==> src/rtl/mfcc_pkg.sv <==
// rtl/mfcc_pkg.sv - shared state encoding, defaults and width helper for the MFCC lifter sequencer
package mfcc_pkg;

    typedef enum logic [1:0] {
        FILL  = 2'd0,
        BURST = 2'd1,
        DRAIN = 2'd2
    } seq_state_e;

    localparam int DEF_NUM_COEF = 13;
    localparam int DEF_DATA_W   = 32;
    localparam int DEF_TIMEOUT  = 64;

    // Ceil(log2(value)) with a floor of one bit so tiny counters stay legal.
    function automatic int clog2(input int value);
        int result;
        result = 1;
        while ((1 << result) < value) begin
            result = result + 1;
        end
        return result;
    endfunction

endpackage

==> src/rtl/mfcc_frame_buf.sv <==
// rtl/mfcc_frame_buf.sv - NUM_COEF x DATA_W frame store, synchronous write, registered read
module mfcc_frame_buf
    import mfcc_pkg::*;
#(
    parameter int NUM_COEF = DEF_NUM_COEF,
    parameter int DATA_W   = DEF_DATA_W,
    parameter int AW       = clog2(NUM_COEF)
) (
    input  logic              clk,
    input  logic              rst,
    input  logic              wr_en,
    input  logic [AW-1:0]     wr_addr,
    input  logic [DATA_W-1:0] wr_data,
    input  logic              rd_en,
    input  logic [AW-1:0]     rd_addr,
    output logic [DATA_W-1:0] rd_data
);

    logic [DATA_W-1:0] mem [NUM_COEF];

    // Storage array; contents are don't-care after reset so it carries no reset.
    always_ff @(posedge clk) begin
        if (wr_en) begin
            mem[wr_addr] <= wr_data;
        end
    end

    // Read register returns to zero whenever no read is issued, so it can drive the lifter data bus directly.
    always_ff @(posedge clk) begin
        if (!rst) begin
            rd_data <= '0;
        end else if (rd_en) begin
            rd_data <= mem[rd_addr];
        end else begin
            rd_data <= '0;
        end
    end

endmodule

==> src/rtl/mfcc_lift_sequencer.sv <==
// rtl/mfcc_lift_sequencer.sv - frame collector and gap-free burst issuer for the cepstral lifter; MFCC_LIFT_SEQ_FRAME_CNT_EN adds frame_cnt
module mfcc_lift_sequencer
    import mfcc_pkg::*;
#(
    parameter int NUM_COEF = DEF_NUM_COEF,
    parameter int DATA_W   = DEF_DATA_W,
    parameter int TIMEOUT  = DEF_TIMEOUT
) (
    input  logic              clk,
    input  logic              rst,
    input  logic              s_tvalid,
    input  logic [DATA_W-1:0] s_tdata,
    output logic              s_tready,
    output logic              lift_tvalid,
    output logic [DATA_W-1:0] lift_tdata,
    input  logic              res_tvalid,
    input  logic [DATA_W-1:0] res_tdata,
    output logic              m_tvalid,
    output logic [DATA_W-1:0] m_tdata,
    output logic              m_tlast,
    output logic              frame_done,
    output logic              err_overrun,
`ifdef MFCC_LIFT_SEQ_FRAME_CNT_EN
    output logic [15:0]       frame_cnt,
`endif
    output logic              err_timeout
);

    localparam int CW = clog2(NUM_COEF);
    localparam int RW = clog2(NUM_COEF + 1);
    localparam int TW = clog2(TIMEOUT + 1);

    localparam logic [CW-1:0] LAST_IDX = CW'(NUM_COEF - 1);
    localparam logic [RW-1:0] RES_FULL = RW'(NUM_COEF);
    localparam logic [RW-1:0] RES_LAST = RW'(NUM_COEF - 1);
    localparam logic [TW-1:0] TO_LAST  = TW'(TIMEOUT - 1);

    seq_state_e    state_q, state_d;
    logic [CW-1:0] wr_cnt_q;
    logic [CW-1:0] rd_cnt_q;
    logic [RW-1:0] res_cnt_q;
    logic [TW-1:0] to_cnt_q;

    logic wr_en;
    logic rd_en;
    logic res_take;
    logic frame_end;
    logic timeout_hit;

    mfcc_frame_buf #(
        .NUM_COEF (NUM_COEF),
        .DATA_W   (DATA_W),
        .AW       (CW)
    ) u_frame_buf (
        .clk     (clk),
        .rst     (rst),
        .wr_en   (wr_en),
        .wr_addr (wr_cnt_q),
        .wr_data (s_tdata),
        .rd_en   (rd_en),
        .rd_addr (rd_cnt_q),
        .rd_data (lift_tdata)
    );

    // Next state and per-cycle strobes; results only count once a burst has started.
    always_comb begin
        state_d     = state_q;
        wr_en       = 1'b0;
        rd_en       = 1'b0;
        frame_end   = 1'b0;
        timeout_hit = 1'b0;
        res_take    = res_tvalid && (state_q != FILL) && (res_cnt_q != RES_FULL);
        case (state_q)
            FILL: begin
                wr_en = s_tvalid && s_tready;
                if (wr_en && (wr_cnt_q == LAST_IDX)) begin
                    state_d = BURST;
                end
            end
            BURST: begin
                rd_en = 1'b1;
                if (rd_cnt_q == LAST_IDX) begin
                    state_d = DRAIN;
                end
            end
            DRAIN: begin
                if (res_cnt_q == RES_FULL) begin
                    frame_end = 1'b1;
                    state_d   = FILL;
                end else if (to_cnt_q == TO_LAST) begin
                    timeout_hit = 1'b1;
                    state_d     = FILL;
                end
            end
            default: begin
                state_d = FILL;
            end
        endcase
    end

    // State, counters, result forwarding and sticky error flags.
    always_ff @(posedge clk) begin
        if (!rst) begin
            state_q     <= FILL;
            wr_cnt_q    <= '0;
            rd_cnt_q    <= '0;
            res_cnt_q   <= '0;
            to_cnt_q    <= '0;
            s_tready    <= 1'b0;
            lift_tvalid <= 1'b0;
            m_tvalid    <= 1'b0;
            m_tdata     <= '0;
            m_tlast     <= 1'b0;
            frame_done  <= 1'b0;
            err_overrun <= 1'b0;
            err_timeout <= 1'b0;
        end else begin
            state_q     <= state_d;
            s_tready    <= (state_d == FILL);
            lift_tvalid <= rd_en;
            frame_done  <= frame_end;

            if (wr_en) begin
                wr_cnt_q <= (wr_cnt_q == LAST_IDX) ? '0 : wr_cnt_q + CW'(1);
            end
            if (rd_en) begin
                rd_cnt_q <= (rd_cnt_q == LAST_IDX) ? '0 : rd_cnt_q + CW'(1);
            end

            // Timeout window opens when the last burst word is issued.
            if (state_q == BURST) begin
                to_cnt_q <= '0;
            end else if (state_q == DRAIN) begin
                to_cnt_q <= to_cnt_q + TW'(1);
            end

            if (frame_end || timeout_hit) begin
                res_cnt_q <= '0;
            end else if (res_take) begin
                res_cnt_q <= res_cnt_q + RW'(1);
            end

            m_tvalid <= res_take;
            m_tdata  <= res_take ? res_tdata : '0;
            m_tlast  <= res_take && (res_cnt_q == RES_LAST);

            if (s_tvalid && !s_tready) begin
                err_overrun <= 1'b1;
            end
            if (timeout_hit) begin
                err_timeout <= 1'b1;
            end
        end
    end

`ifdef MFCC_LIFT_SEQ_FRAME_CNT_EN
    logic [15:0] frame_cnt_q;

    // Completed-frame counter; timeout aborts are not counted and it wraps naturally.
    always_ff @(posedge clk) begin
        if (!rst) begin
            frame_cnt_q <= '0;
        end else if (frame_end) begin
            frame_cnt_q <= frame_cnt_q + 16'd1;
        end
    end

    assign frame_cnt = frame_cnt_q;
`endif

endmodule

==> config.mk <==
export PLATFORM = sky130hd
export DESIGN_NAME = mfcc_lift_sequencer
export DESIGN_NICKNAME = d
export VERILOG_FILES = /design/src/rtl/mfcc_pkg.sv /design/src/rtl/mfcc_frame_buf.sv /design/src/rtl/mfcc_lift_sequencer.sv
export SDC_FILE = /design/constraint.sdc
export NUM_CORES = 1
export LEC_CHECK = 0
export CAP_MARGIN = 20
export CORE_MARGIN = 2
export CORE_UTILIZATION = 30
export CTS_BUF_LIST = sky130_fd_sc_hd__clkbuf_16
export CTS_CLUSTER_SIZE = 28
export DETAILED_ROUTE_END_ITERATION = 6
export HOLD_SLACK_MARGIN = 0.1
export PLACE_DENSITY = 0.48
export RECOVER_POWER = 50
export SLEW_MARGIN = 0
export SYNTH_ARGS = -nofsm -noshare
export SYNTH_HDL_FRONTEND = slang
export SYNTH_SLANG_ARGS = --single-unit
export TNS_END_PERCENT = 100
==> constraint.sdc <==
create_clock -name clk -period 3.1 [get_ports clk]
set_input_delay 0.31 -clock clk [delete_from_list [all_inputs] [get_ports clk]]
set_output_delay 0.31 -clock clk [all_outputs]
set_load 0.01 [all_outputs]
; ---- Word level (Yosys, flattened, before mapping)
; Memory sizes are Yosys's and may differ from the RTL's. A register that Yosys moved wholly into a read port is not among the register bits.
; Index checks and enable logic that the tools add are counted.
[word_totals]
memories = 1
register_bits = 60
wordCells = 59
in_bits = 68
ram_bits = 416
[op_classes]
addsub = 4
eq_ne = 8
bitwise_logic = 1
mux = 16
n_reduce_logical = 16
[memory_table]
columns = name, words, width, read_ports, rd_ports_with_merged_regs, write_ports, line_no
row1 = u_frame_buf.mem, 13, 32, 1, 1, 1, mfcc_frame_buf.sv:19  ; logic [DATA_W-1:0] mem [NUM_COEF];
[ops]
columns = cell, n
row1 = $eq A4 B4 Y1 const B, 4
row2 = $add A4 B1 Y4 const B, 3
row3 = $mux W1, 9
row4 = $mux W2, 4
row5 = $mux W4, 2
row6 = $add A7 B1 Y7 const B, 1
row7 = $eq A7 B6 Y1 const B, 1
row8 = $logic_and A1 B1 Y1, 6
row9 = $pmux W2 S3, 1
row10 = $logic_not A2 Y1, 2
row11 = $ne A4 B4 Y1 const B, 1
row12 = $reduce_and A2 Y1, 2
row13 = $reduce_or A2 Y1, 2
row14 = $eq A2 B1 Y1 const B, 1
row15 = $eq A2 B2 Y1 const B, 1
row16 = $logic_not A1 Y1, 2
row17 = $reduce_bool A2 Y1, 1
row18 = $logic_or A1 B1 Y1, 1
row19 = $not A1 Y1, 1

; ---- Depth between registers and ports, before layout
; Gate-level depths: netlist (run 1).
[logic_depth]
ltp_word = 6
mapped_depth = 9

; ---- Hierarchy
; A second synthesis (run 1) with hierarchy kept.
[unflattened]
cells_unflattened = 909
area_unflattened_um2 = 18507.8
[modules_own_cells]
columns = mod, n_inst, area_per_inst_um2, seq_area_each_um2, cells_each
row1 = mfcc_frame_buf, 1, 16358.2, 13132.6, 700
row2 = mfcc_lift_sequencer, 1, 2149.6, 1201.2, 209

; ---- Worst setup path after synthesis (run 1)
; Ideal clock, no wire load.
[synth_timing]
kind = register -> register
start = register state_q[0]
end = memory u_frame_buf.mem[1][0] (netlist bit) (enable)
t_required_ps = 2708
synth_period_minus_slack_ps = 2256
arrival_ps = 1864
stages_incl_launch_ff = 5
path_slack_ps = 844
setup_time_ps = 392
cell_sequence = dfxtp_1 > and4bb_1 > buf_2 > nor3b_1 > and2_1
[synth_via]
elab_chain_cells = 4
[synth_rtl]
columns = item, line_no
row1 = "start, declared", mfcc_lift_sequencer.sv:38  ; seq_state_e state_q, state_d;
row2 = "start signal, assigned", mfcc_lift_sequencer.sv:118  ; state_q <= state_d;
row3 = $logic_not A2 Y1, mfcc_lift_sequencer.sv:73  ; case (state_q)
row4 = $mux W1, mfcc_lift_sequencer.sv:73
row5 = $mux W1, mfcc_frame_buf.sv:23  ; if (wr_en) begin
row6 = $mux W1 (implied by the code), mfcc_frame_buf.sv:24  ; mem[wr_addr] <= wr_data;
row7 = "end, declared", mfcc_frame_buf.sv:19
; No other way between the ends.

==> results of run 1 <==
-- how the worst max path moves through the flow --
stage / start / slack, ns / cells past startpoint / end
2_1_floorplan: state_q[0]$_SDFF_PN0_ / 0.84 / 4 / u_frame_buf.mem[1][0]$_DFFE_PP_
3_3_place_gp: s_tvalid / 0.50 / 5 / u_frame_buf.mem[1][17]$_DFFE_PP_
3_5_place_dp: s_tvalid / 0.52 / 6 / u_frame_buf.mem[5][29]$_DFFE_PP_
4_1_cts: state_q[0]$_SDFF_PN0_ / 0.86 / 5 / u_frame_buf.mem[5][16]$_DFFE_PP_
5_1_grt: rst / 0.38 / 4 / to_cnt_q[1]$_SDFFE_PP0N_
6_report: rst / 0.72 / 4 / s_tready$_SDFF_PN0_
-- cells in the mapped netlist, types with 2 or more instances --
library cell	n	share of area, %
nand3_1	5	0.13
buf_2	11	0.29
or4_1	2	0.080
nor3_1	6	0.16
mux2i_1	12	0.64
a211oi_2	9	0.60
clkbuf_1	24	0.48
o21ai_1	12	0.32
xor2_1	2	0.094
nand2_1	66	1.3
mux2_2	11	0.66
nor2b_1	5	0.17
o21a_1	3	0.12
o22ai_1	20	0.67
and3_1	38	1.3
a311oi_1	20	0.94
nor2_1	11	0.22
a211oi_1	15	0.60
inv_1	5	0.10
a21boi_1	3	0.12
and2_1	28	0.94
a21oi_1	6	0.16
o21ai_0	21	0.56
nor3b_1	2	0.080
buf_4	15	0.60
mux2_1	2	0.12
nand2b_1	3	0.10
inv_2	4	0.080
ha_1	10	0.67
dfxtp_1	92	9.8
buf_6	2	0.12
nand4_1	2	0.067
edfxtp_1	416	67
xnor2_1	7	0.33
mux4_2	84	10
-- report_power, final --
group / leakage [nW] / internal (W) / switching [W]
combinational: 2.09 / 0.000116 / 0.000163
clock: 0.902 / 0.00348 / 0.00269
sequential: 4.49 / 0.00741 / 0.0000110
-- metrics by stage --
step	area, µm²	std cells	total power (W)
floorplan	18700	987	0.00765
detailed placement	21300	1947	0.00787
global placement	21300	1947	0.00786
global route	23000	2051	0.0143
CTS	23000	2051	0.0141
finish	23000	2051	0.0139
-- logic make-up after synthesis --
group,Yosys count,synth area share [%]
AND/OR/NAND/NOR,174,4.80
AO/OA/AOI/OAI,113,4.25
XOR/XNOR,9,0.421
flip-flops,508,76.5
multiplexers,109,11.5
adder cells (fa/ha/maj),10,0.668
buffers and inverters,64,1.80
-- sequential cells by signal, indices dropped and copies added (netlist names) --
name / cells
s_tready: 1
to_cnt_q: 7
err_overrun: 1
m_tlast: 1
err_timeout: 1
rd_cnt_q: 4
res_cnt_q: 4
state_q: 2
wr_cnt_q: 4
m_tvalid: 1
frame_done: 1
lift_tvalid: 1
u_frame_buf.mem: 416
u_frame_buf.rd_data: 32
m_tdata: 32
-- placed cells by master (no fill, tap or decap), drive strengths merged, types with 2 or more instances in the layout --
cell             n
edfxtp         416
dfxtp           92
mux4            84
clkdlybuf4s50   76
nand2           66
dlygate4sd3     62
clkbuf          56
and3            38
buf             38
o21ai           33
inv             29
and2            28
clkinv          25
a211oi          24
o22ai           20
a311oi          20
mux2            13
mux2i           12
nor2            11
ha              10
xnor2            7
a21oi            6
nor3             6
nor2b            5
nand3            5
a21boi           4
nand2b           3
o21a             3
bufinv           3
nand4            2
nor3b            2
xor2             2
or4              2
clkinvlp         2
-- critical path: stages --
cell and delay [ns]:
dlygate4sd3_1 0.55, clkbuf_1 1.23, nand2_1 0.49, nor3_1 0.29
-- per-layer routing --
layer,share of wire [%],up-vias,track usage [%]
met2,52,181,24.9
met1,42,4918,17.7
met3,3.2,71,2.18
met4,2.7,0,4.86
met5,0,-,0
li1,-,4304,-
-- layout make-up --
type                            count  area, µm²  share of cell area [%]
Timing Repair Buffer              177       1810                    7.85
Inverter                           10       37.5                   0.163
Clock buffer                       55       1380                    5.98
Sequential cell                   508      14300                    62.3
Multi-Input combinational cell    415       4070                    17.7
Clock inverter                     49        335                    1.46
Tap cell                          837       1050                    4.55
==> metrics list, run 1 <==
- When the netlist entered floorplanning its net count stood at 1065.
- Summed over all cells, the static leakage comes to 7.48 nW.
- Data required time of the critical path: 3.60 ns
- Top fanout value on the critical path: 49
- Final count of hold timing violations: 0
* RR Startpoint: state_q[0]$_SDFF_PN0_
- The floorplan step set the die height to 254 µm.
- TritonCTS built the clock tree.
- After detailed routing, the number of remaining DRC violations is 0.
- Via count of the first global-routing pass: 9996
- In this run the tool buffered the top-level ports with 138 buffer cells.
- H-Tree Level Count: 2
- First-pass iteration count of the detailed router: 4
- TNS Setup: 0 ns
- Derived from the worst setup path, the maximum achievable clock frequency is 421 MHz.
- Path type of the worst min-delay path: input pin to register
* Final number of setup-violating endpoints: 0
- Via total after detailed routing: 9474
- Filler cell count: 5820
* Maximum number of pins on one net before global-route repair: 50
- Detailed placement ended at an HPWL of 27800 µm.
- Commonest register cell after synthesis: edfxtp_1
* Cell depth of the worst flop-to-flop path: 4
- The first global-routing pass estimated 66600 µm of wire.
- Overflow left after global routing: 0
- Post-route antenna net violation count: 0
* Ys async rst share: 0%
* Max Cap Violations: 1
* Initial standard-cell utilization of the core: 30.3%
- For the worst-skew pair, the clock arrives at the later sink with an insertion delay of 0.61 ns.
* CP Class: input pin to register
- CTS Hold Buffers Added: 0
- Post-CTS setup buffer count: 0
- Setup slack of the critical path after layout: 0.723 ns
- Post-synth design cell area: 0.0187 mm²
* Number of synthesized flops with an enable pin: 416
- VDD sags by at most 0.000487 V.
* CTS Sinks: 508
* Number of antenna violations at the first check in global routing: 3
- Final weighted congestion of routability-driven global placement: 0.719
* Clock Skew: 0.0242 ns
* Overall die width: 254 µm
- For this run, the number of Yosys warnings is 0.
* Startpoint of the worst hold path: res_tdata[28]
* Post-Place Setup Slack: 0.518 ns
- The worst setup path is captured at a register.
- N_diodes: 0
- Via count normalized by instance count: 4.62
- After synthesis, the mean cell area works out to 19.0 µm².
- The die covers 0.0644 mm².
- Worst-margin pin slew: 1.70 ns
- After synthesis, flip-flops and latches occupy 76.5% of the total area.
* Worst-case hold slack: 0.306 ns
- Counting flops and latches in the post-synthesis netlist gives 508.
- Min-Delay Path Depth: 2
- Top-level port count: 139
* Buffer cell driving the clock tree root: clkbuf_16
* Slew HR: -13.5%
- Number of gates resized after CTS: 0
- Row Count: 91
- The clock passes through at most 3 buffers.
- RSZ-0062 raised after global routing: false
* Reg2Reg Capture Point: u_frame_buf.mem[1][5]$_DFFE_PP_
* TritonCTS buffer count: 55
- The core region is 0.0617 mm².
- Power density relative to cell area: 603 mW/mm²
* Setup slack, reg-to-reg: 0.86 ns
* Detailed router's first-iteration violation count: 608
- At the end of the flow the core is filled with cells to 37.3%.
* Final-stage net count: 1245
- Clock-pin slew was measured on the worst setup and hold paths at 0.06 ns.
* Violated checks: capacitance limit, slew limit
- Setup crit start kind: input pin
* Synth-to-layout area growth: 22.9%
- Routed wire length per instance: 22.2 µm
* Yosys cell types: 48
- The flow ran to the end, but the final reports show violations.
* Post-synthesis instance total: 987
- Final WL: 45600 µm
- Fraction of final layout cells with drive strength greater than 1: 19.4%
- Data arrives at the worst endpoint at 2.88 ns.
- The routed design could run at a clock period as short as 2.38 ns.
- Number of max-slew violations in the final report: 50
- Across every metal layer, demand over resource in global routing totals 14.2%.
* Hold-critical path endpoint: m_tdata[28]$_SDFF_PN0_
* Final clock period utilization by the worst path: 76.7%
No activity file was read; power rests on OpenSTA's default activity.
==> run 2: changes to the inputs <==
==> constraint.sdc (replaced) <==
create_clock -name clk -period 2.5 [get_ports clk]
set_input_delay 0.25 -clock clk [delete_from_list [all_inputs] [get_ports clk]]
set_output_delay 0.25 -clock clk [all_outputs]
set_load 0.01 [all_outputs]
==> metrics list, run 2 (synthesis gave the netlist of run 1 again) <==
* Setup slack of the critical path after layout: 0.288 ns (-0.434 ns)
* Worst IR drop on VDD: 0.000545 V (+12%)
- Final count of hold timing violations: 0 (unchanged)
* Row Count: 91 (unchanged)
- Initial standard-cell utilization of the core: 30.3% (unchanged)
- The largest registers in the layout are u_frame_buf.mem: 416 flops, m_tdata: 32 flops, u_frame_buf.rd_data: 32 flops.
- The post-CTS setup buffer count came to 0 (unchanged).
* Worst setup startpoint: rd_cnt_q[0]$_SDFFE_PN0P_
* Clock Skew: 0.0299 ns (+0.00570 ns)
- The global-route met3 utilization came to 2.14% (-0.041 points).
* Register with the most flip-flops: u_frame_buf.mem
- The final routed wire length divided by cell count was 21.2 µm (-4.6%).
- DIE AREA: 0.0644 mm² (unchanged)
- The final-layout setup total negative slack is 0 ns (unchanged).
- The reported leakage power is 7.66 nW (+2.4%).
- The TritonCTS sink count is 508 (unchanged).
* Critical Path End: u_frame_buf.rd_data[26]$_SDFF_PN0_
* RSZ-0062 raised after global routing: false
- The required arrival time at the worst endpoint was 2.98 ns (-0.62 ns).
* First-pass iteration count of the detailed router: 5 (+1)
- The residual antenna-violating net count after detailed routing came to 0 (unchanged).
- Result of the run: complete, no violations
- The flip-flop count of the largest register after layout is 416 (unchanged).
- H-Tree Level Count: 2 (unchanged)
- The width of the die is 254 µm (unchanged).
* CP Class: register to register
- Number of max-slew violations in the final report: 0 (-100%)
- Cell depth of the worst flop-to-flop path: 5 (+1)
* Maximum number of pins on one net before global-route repair: 50 (unchanged)
- Multi-input gate area: 0.00407 mm² (unchanged)
- The weighted congestion at the end of routability-driven global placement came to 0.706 (-1.9%).
- Number of antenna violations at the first check in global routing: 3 (unchanged)
- Max Cap Violations: 0 (-1)
- Final-stage net count: 1254 (+0.72%)
* Post-Place Setup Slack: 0.0109 ns (-0.507 ns)
- Slew HR: 49.4% (+63 points)
- The transition at the pin with the smallest max-transition slack is 0.759 ns (-0.943 ns).
* Most common cell after layout, fill and taps aside: edfxtp_1
- CTS Hold Buffers Added: 0 (unchanged)
- For this design, the slowest cell found on the critical path is dfxtp_2.
- Of the available clock period, the critical path in the final layout requires 88.5%.
* Count of input and output buffers: 138 (unchanged)
* Synth-to-layout area growth: 23.4%
- Final worst path period need: 2.21 ns
- Final WL: 43700 µm (-4.1%)
- Worst-case hold slack: 0.239 ns (-0.0670 ns)
- Maximum clock path buffer count: 3 (unchanged)
- The layout cell share with drive strength beyond 1 came to 19.4% (-0.045 points).
- Clock tree synthesis selected as its root buffer the cell clkbuf_16.
- Most frequent cells in the layout: 416 x edfxtp_1, 91 x dlygate4sd3_1, 88 x dfxtp_1
- TritonCTS buffer count: 54 (-1.8%)
- Core area: 0.0617 mm² (unchanged)
* Overflow left after global routing: 0 (unchanged)
- Sequential standard cell area: 0.0143 mm² (about the same)
- The global routing stage identified its most utilized layer as met2.
* Die Y: 254 µm (unchanged)
* Number of gates resized after CTS: 0 (unchanged)
- The register-to-register setup slack was 0.29 ns (-0.57 ns).
- The worst register-to-register path ends at u_frame_buf.rd_data[26]$_SDFF_PN0_.
- The met2 track demand over resource came to 22.6% (-2.3 points).
- Total global routing track utilization: 13.6% (-0.56 points)
- TritonCTS clock tree: yes
- The largest fanout of any net on the critical path was 19 (-61%).
- Filler cell count: 5835 (+0.26%)
* Path type of the worst min-delay path: input pin to register
- The delay of the slowest critical-path stage was 0.82 ns (-0.41 ns).
* Most common cell on crit path: buf_4
- DRC Markers: 0 (unchanged)
- The number of primary I/O pins was 139 (unchanged).
- The global-route wire length before repair was 64900 µm (-2.5%).
* Via total after detailed routing: 9428 (-0.49%)
- Worst path cell trace: buf_4, mux4_2, nand2_1, a311oi_1, buf_4
- The power density over the cells is 729 mW/mm² (+21%).
- The clock slew at the register clock pins of the worst setup and hold paths is 0.06 ns (about the same).
* Detailed router's first-iteration violation count: 567 (-6.7%)
* Crit end category: register
* RR Startpoint: rd_cnt_q[0]$_SDFFE_PN0P_
- Via count normalized by instance count: 4.57 (-1.0%)
* Final number of setup-violating endpoints: 0 (unchanged)
- Clk_lat worst skew: 0.62 ns (about the same)
* Detail Placement HPWL: 26800 µm (-3.6%)
- Data arrival at the endpoint of the critical path: 2.69 ns (-0.19 ns)
* Maximum clock frequency: 452 MHz
- Global routing met1 resource utilization: 18.2% (+0.51 points)
- The number of global-route vias before repair came to 10100 (+1.2%).
- Setup crit start kind: register
## run 2: routing by layer
layer  vias to the layer above  share of wire (%)
met1                      4870                 44
met5                         -                  0
met4                         0                2.6
met3                        64                3.5
li1                       4332                  -
met2                       162                 49
## run 2: how the worst min path moves through the flow
stage                                  start                         endpoint  cells past startpoint
global placement    to_cnt_q[1]$_SDFFE_PP0N_         to_cnt_q[1]$_SDFFE_PP0N_                      2
global route                   res_tdata[22]           m_tdata[22]$_SDFF_PN0_                      2
floorplan                         s_tdata[0]  u_frame_buf.mem[0][0]$_DFFE_PP_                      0
CTS                            res_tdata[17]           m_tdata[17]$_SDFF_PN0_                      2
detailed placement  to_cnt_q[1]$_SDFFE_PP0N_         to_cnt_q[1]$_SDFFE_PP0N_                      2
finish                         res_tdata[17]           m_tdata[17]$_SDFF_PN0_                      2
## run 2: report_power, final
| part | switching [W] | internal (W) | total (W) | leakage [nW] |
|---|---|---|---|---|
| clock network | 0.00327 | 0.00402 | 0.00729 | 0.892 |
| logic | 0.000198 | 0.000153 | 0.000350 | 2.27 |
| registers | 0.0000141 | 0.00919 | 0.00921 | 4.49 |
| total | 0.00348 | 0.0134 | 0.0168 | 7.66 |
## run 2: critical path, delay by kind of cell (launching register included)
kind	cells	cell delay [ns]
AO/OA/AOI/OAI	1	0.09
AND/OR/NAND/NOR	1	0.12
flip-flops	1	0.82
multiplexers	1	0.52
buffers and inverters	2	0.52
## run 2: through the flow
step                      util (%)  std cells  area, µm²  total power [W]
after detailed placement      34.8       1957      21500          0.00975
after CTS                     37.4       2059      23100           0.0171
after global placement        34.8       1957      21500          0.00975
after floorplan                  -        987      18700          0.00948
after global routing          37.4       2060      23100           0.0174
final                         37.5       2062      23100           0.0168
## run 2: final cells by class
cell class,instances,share of cell area (%)
multi-input cells,415,17.6
clock inverters,48,1.17
diodes,3,0.0325
well taps,837,4.53
inverters,10,0.162
repair buffers,187,8.60
flip-flops and latches,508,62.0
clock buffers,54,5.85
==> run 3: changes to the inputs <==
--- a/config.mk
+++ b/config.mk
@@ -11,11 +11,11 @@
 export CTS_BUF_LIST = sky130_fd_sc_hd__clkbuf_16
 export CTS_CLUSTER_SIZE = 28
 export DETAILED_ROUTE_END_ITERATION = 6
+export DONT_BUFFER_PORTS = 1
 export HOLD_SLACK_MARGIN = 0.1
-export PLACE_DENSITY = 0.48
+export PLACE_DENSITY = 0.46
 export RECOVER_POWER = 50
 export SLEW_MARGIN = 0
 export SYNTH_ARGS = -nofsm -noshare
 export SYNTH_HDL_FRONTEND = slang
 export SYNTH_SLANG_ARGS = --single-unit
-export TNS_END_PERCENT = 100
==> metrics list, run 3 (synthesis gave the netlist of run 1 again) <==
- Final worst path period need: 2.36 ns (+0.144 ns)
- The worst hold path belongs to the class input pin to register.
- TritonCTS buffer count: 55 (+1.9%)
* H-Tree Level Count: 2 (unchanged)
- Most common cell after layout, fill and taps aside: edfxtp_1
* CTS Sinks: 508 (unchanged)
- The fill cell total of the finished layout came to 5789 (-0.79%).
- Initial standard-cell utilization of the core: 30.3% (unchanged)
* Largest registers in the final layout: u_frame_buf.mem: 416 flops, m_tdata: 32 flops, u_frame_buf.rd_data: 32 flops
* Worst IR drop on VDD: 0.000507 V (-6.9%)
* Overall die width: 254 µm (unchanged)
- Clock Skew: 0.0142 ns (-0.0157 ns)
- The path depth of the worst reg2reg path is 6 (+1).
- The final routed wire length divided by cell count came to 21.7 µm (+2.2%).
* Sequential standard cell area: 0.0143 mm² (about the same)
- The root buffer cell chosen for the clock tree is clkbuf_16.
- Max Cap Violations: 0 (unchanged)
- The total core area is 0.0617 mm² (unchanged).
- The global-route wire length before repair came to 63200 µm (-2.6%).
* Register with the most flip-flops: u_frame_buf.mem
- The flip-flop count of the largest register after layout is 416 (unchanged).
* Worst-case hold slack: 0.241 ns (+0.00271 ns)
- The total overflow reported by the global router came to 0 (unchanged).
- Placement Cell Area: 0.0201 mm² (-6.7%)
- The highest attainable clock frequency came to 425 MHz (-6.1%).
* Data required time of the critical path: 2.98 ns (about the same)
- Final clock period utilization by the worst path: 94.2% (+5.7 points)
- Top fanout value on the critical path: 20 (+1)
- The hold violation count in the final report came to 0 (unchanged).
- The final number of setup-violating endpoints came to 0 (unchanged).
- The global-route usage over all layers came to 13.3% (-0.31 points).
* RSZ-0062 raised after global routing: false
- The via density per instance came to 4.65 (+1.6%).
- TritonCTS clock tree: yes
- The detailed router's first-iteration violation count is 497 (-12%).
* Final weighted congestion of routability-driven global placement: 0.714 (+1.1%)
- The final standard cell area without fillers came to 0.0225 mm² (-2.5%).
- The critical path in this run is classified as register to register.
- First-pass iteration count of the detailed router: 4 (-1)
- TNS Setup: 0 ns (unchanged)
- Multi-input gate area: 0.00407 mm² (unchanged)
* Worst-margin pin slew: 0.550 ns (-0.208 ns)
- Via count of the first global-routing pass: 9646 (-4.7%)
- The number of primary I/O pins came to 139 (unchanged).
- The clock latency on the worst-skew pair came to 0.60 ns (-0.02 ns).
- The worst setup path is launched from a register.
* Clock Pin Slew Worst Setup and Hold Paths: 0.06 ns (about the same)
- The layout cell share with drive strength beyond 1 was 22.1% (+2.8 points).
* Crit end category: register
- Power density relative to cell area: 769 mW/mm² (+5.5%)
- The top cell types in the final layout, fill and taps aside, are 416 x edfxtp_1, 88 x dfxtp_1, 84 x mux4_2.
- From synthesis to final layout, the design area changed by 20.3%.
- The vertical extent of the die was 254 µm (unchanged).
* Row Count: 91 (unchanged)
* Detail Placement HPWL: 25500 µm (-4.9%)
- Slew HR: 63.3% (+14 points)
* Via total after detailed routing: 9271 (-1.7%)
- Maximum number of pins on one net before global-route repair: 51 (+2.0%)
- Max stage delay cell, worst path: dfxtp_2
* Number of antenna violations at the first check in global routing: 3 (unchanged)
* Count of input and output buffers: 0 (-100%)
- Final-stage net count: 1187 (-5.3%)
- Walking the worst path, the cells encountered are buf_4, buf_4, and3_1, nor3_1, o21a_1, dlygate4sd3_1.
- Post-route antenna net violation count: 0 (unchanged)
* DIE AREA: 0.0644 mm² (unchanged)
- Final WL: 43200 µm (-1.1%)
- Data arrival at the endpoint of the critical path: 2.83 ns (+0.14 ns)
- Most common cell on crit path: buf_4
* Maximum clock path buffer count: 3 (unchanged)
- Slowest stage delay, CP: 0.58 ns (-0.24 ns)
- Static leakage: 7.26 nW (-5.3%)
- The run finished with clean final reports.
* Number of max-slew violations in the final report: 0 (unchanged)
* DRC Markers: 0 (unchanged)
- The worst hold path cell count is 3 (+1).
[run 3: critical path, delay by kind of cell, from the launching register on]
family                 cells  cell delay (ns)
buffers and inverters      3             1.16
flip-flops                 1             0.58
AND/OR/NAND/NOR            2             0.31
AO/OA/AOI/OAI              1             0.17
[run 3: repair_timing]
item | 4_1_cts | 5_1_grt
hold buffers | 69 | 0
gates resized for setup | 0 | 0
setup endpoints to repair | 0 | 1
endpoints found under the hold margin | 480 | 0
buffers inserted | 0 | 3
[run 3: per-stage QoR]
stage	util [%]	cells	total power, W	worst slack (ns)
6_report	36.5	1995	0.0173	0.145
5_1_grt	36.5	1994	0.0179	0.0125
4_1_cts	36.5	1990	0.0176	0.111
3_5_place_dp	32.5	1817	0.00953	0.406
3_3_place_gp	32.5	1817	0.00953	0.381
2_1_floorplan	-	987	0.00948	0.244
[run 3: area by class of cell]
type	count	share of cell area, %
Sequential cell	508	63.7
Multi-Input combinational cell	415	18.1
Clock buffer	57	6.33
Timing Repair Buffer	119	5.67
Tap cell	837	4.65
Clock inverter	47	1.41
Inverter	10	0.167
Antenna cell	2	0.0222
[run 3: routing by layer]
layer	part of all wire, %	GRT usage (%)	wire [µm]
met1	45	17.8	19300
met2	49	22.1	21300
met3	3.8	2.43	1620
met4	2.1	3.90	912
met5	0.030	0	13
[run 3: final timing paths]
path                                          startpoint                        to  slack, ns
worst max-delay path            rd_cnt_q[2]$_SDFFE_PN0P_  rd_cnt_q[0]$_SDFFE_PN0P_       0.14
worst min-delay path                            s_tvalid  wr_cnt_q[1]$_SDFFE_PN0P_       0.24
worst max register to register  rd_cnt_q[2]$_SDFFE_PN0P_  rd_cnt_q[0]$_SDFFE_PN0P_       0.14
worst min register to register  to_cnt_q[1]$_SDFFE_PP0N_  to_cnt_q[1]$_SDFFE_PP0N_       0.47
[run 3: power by group]
group          switching [W]  internal (W)  total (W)
sequential         0.0000151       0.00919    0.00921
combinational       0.000187      0.000135   0.000322
clock                0.00334       0.00445    0.00779
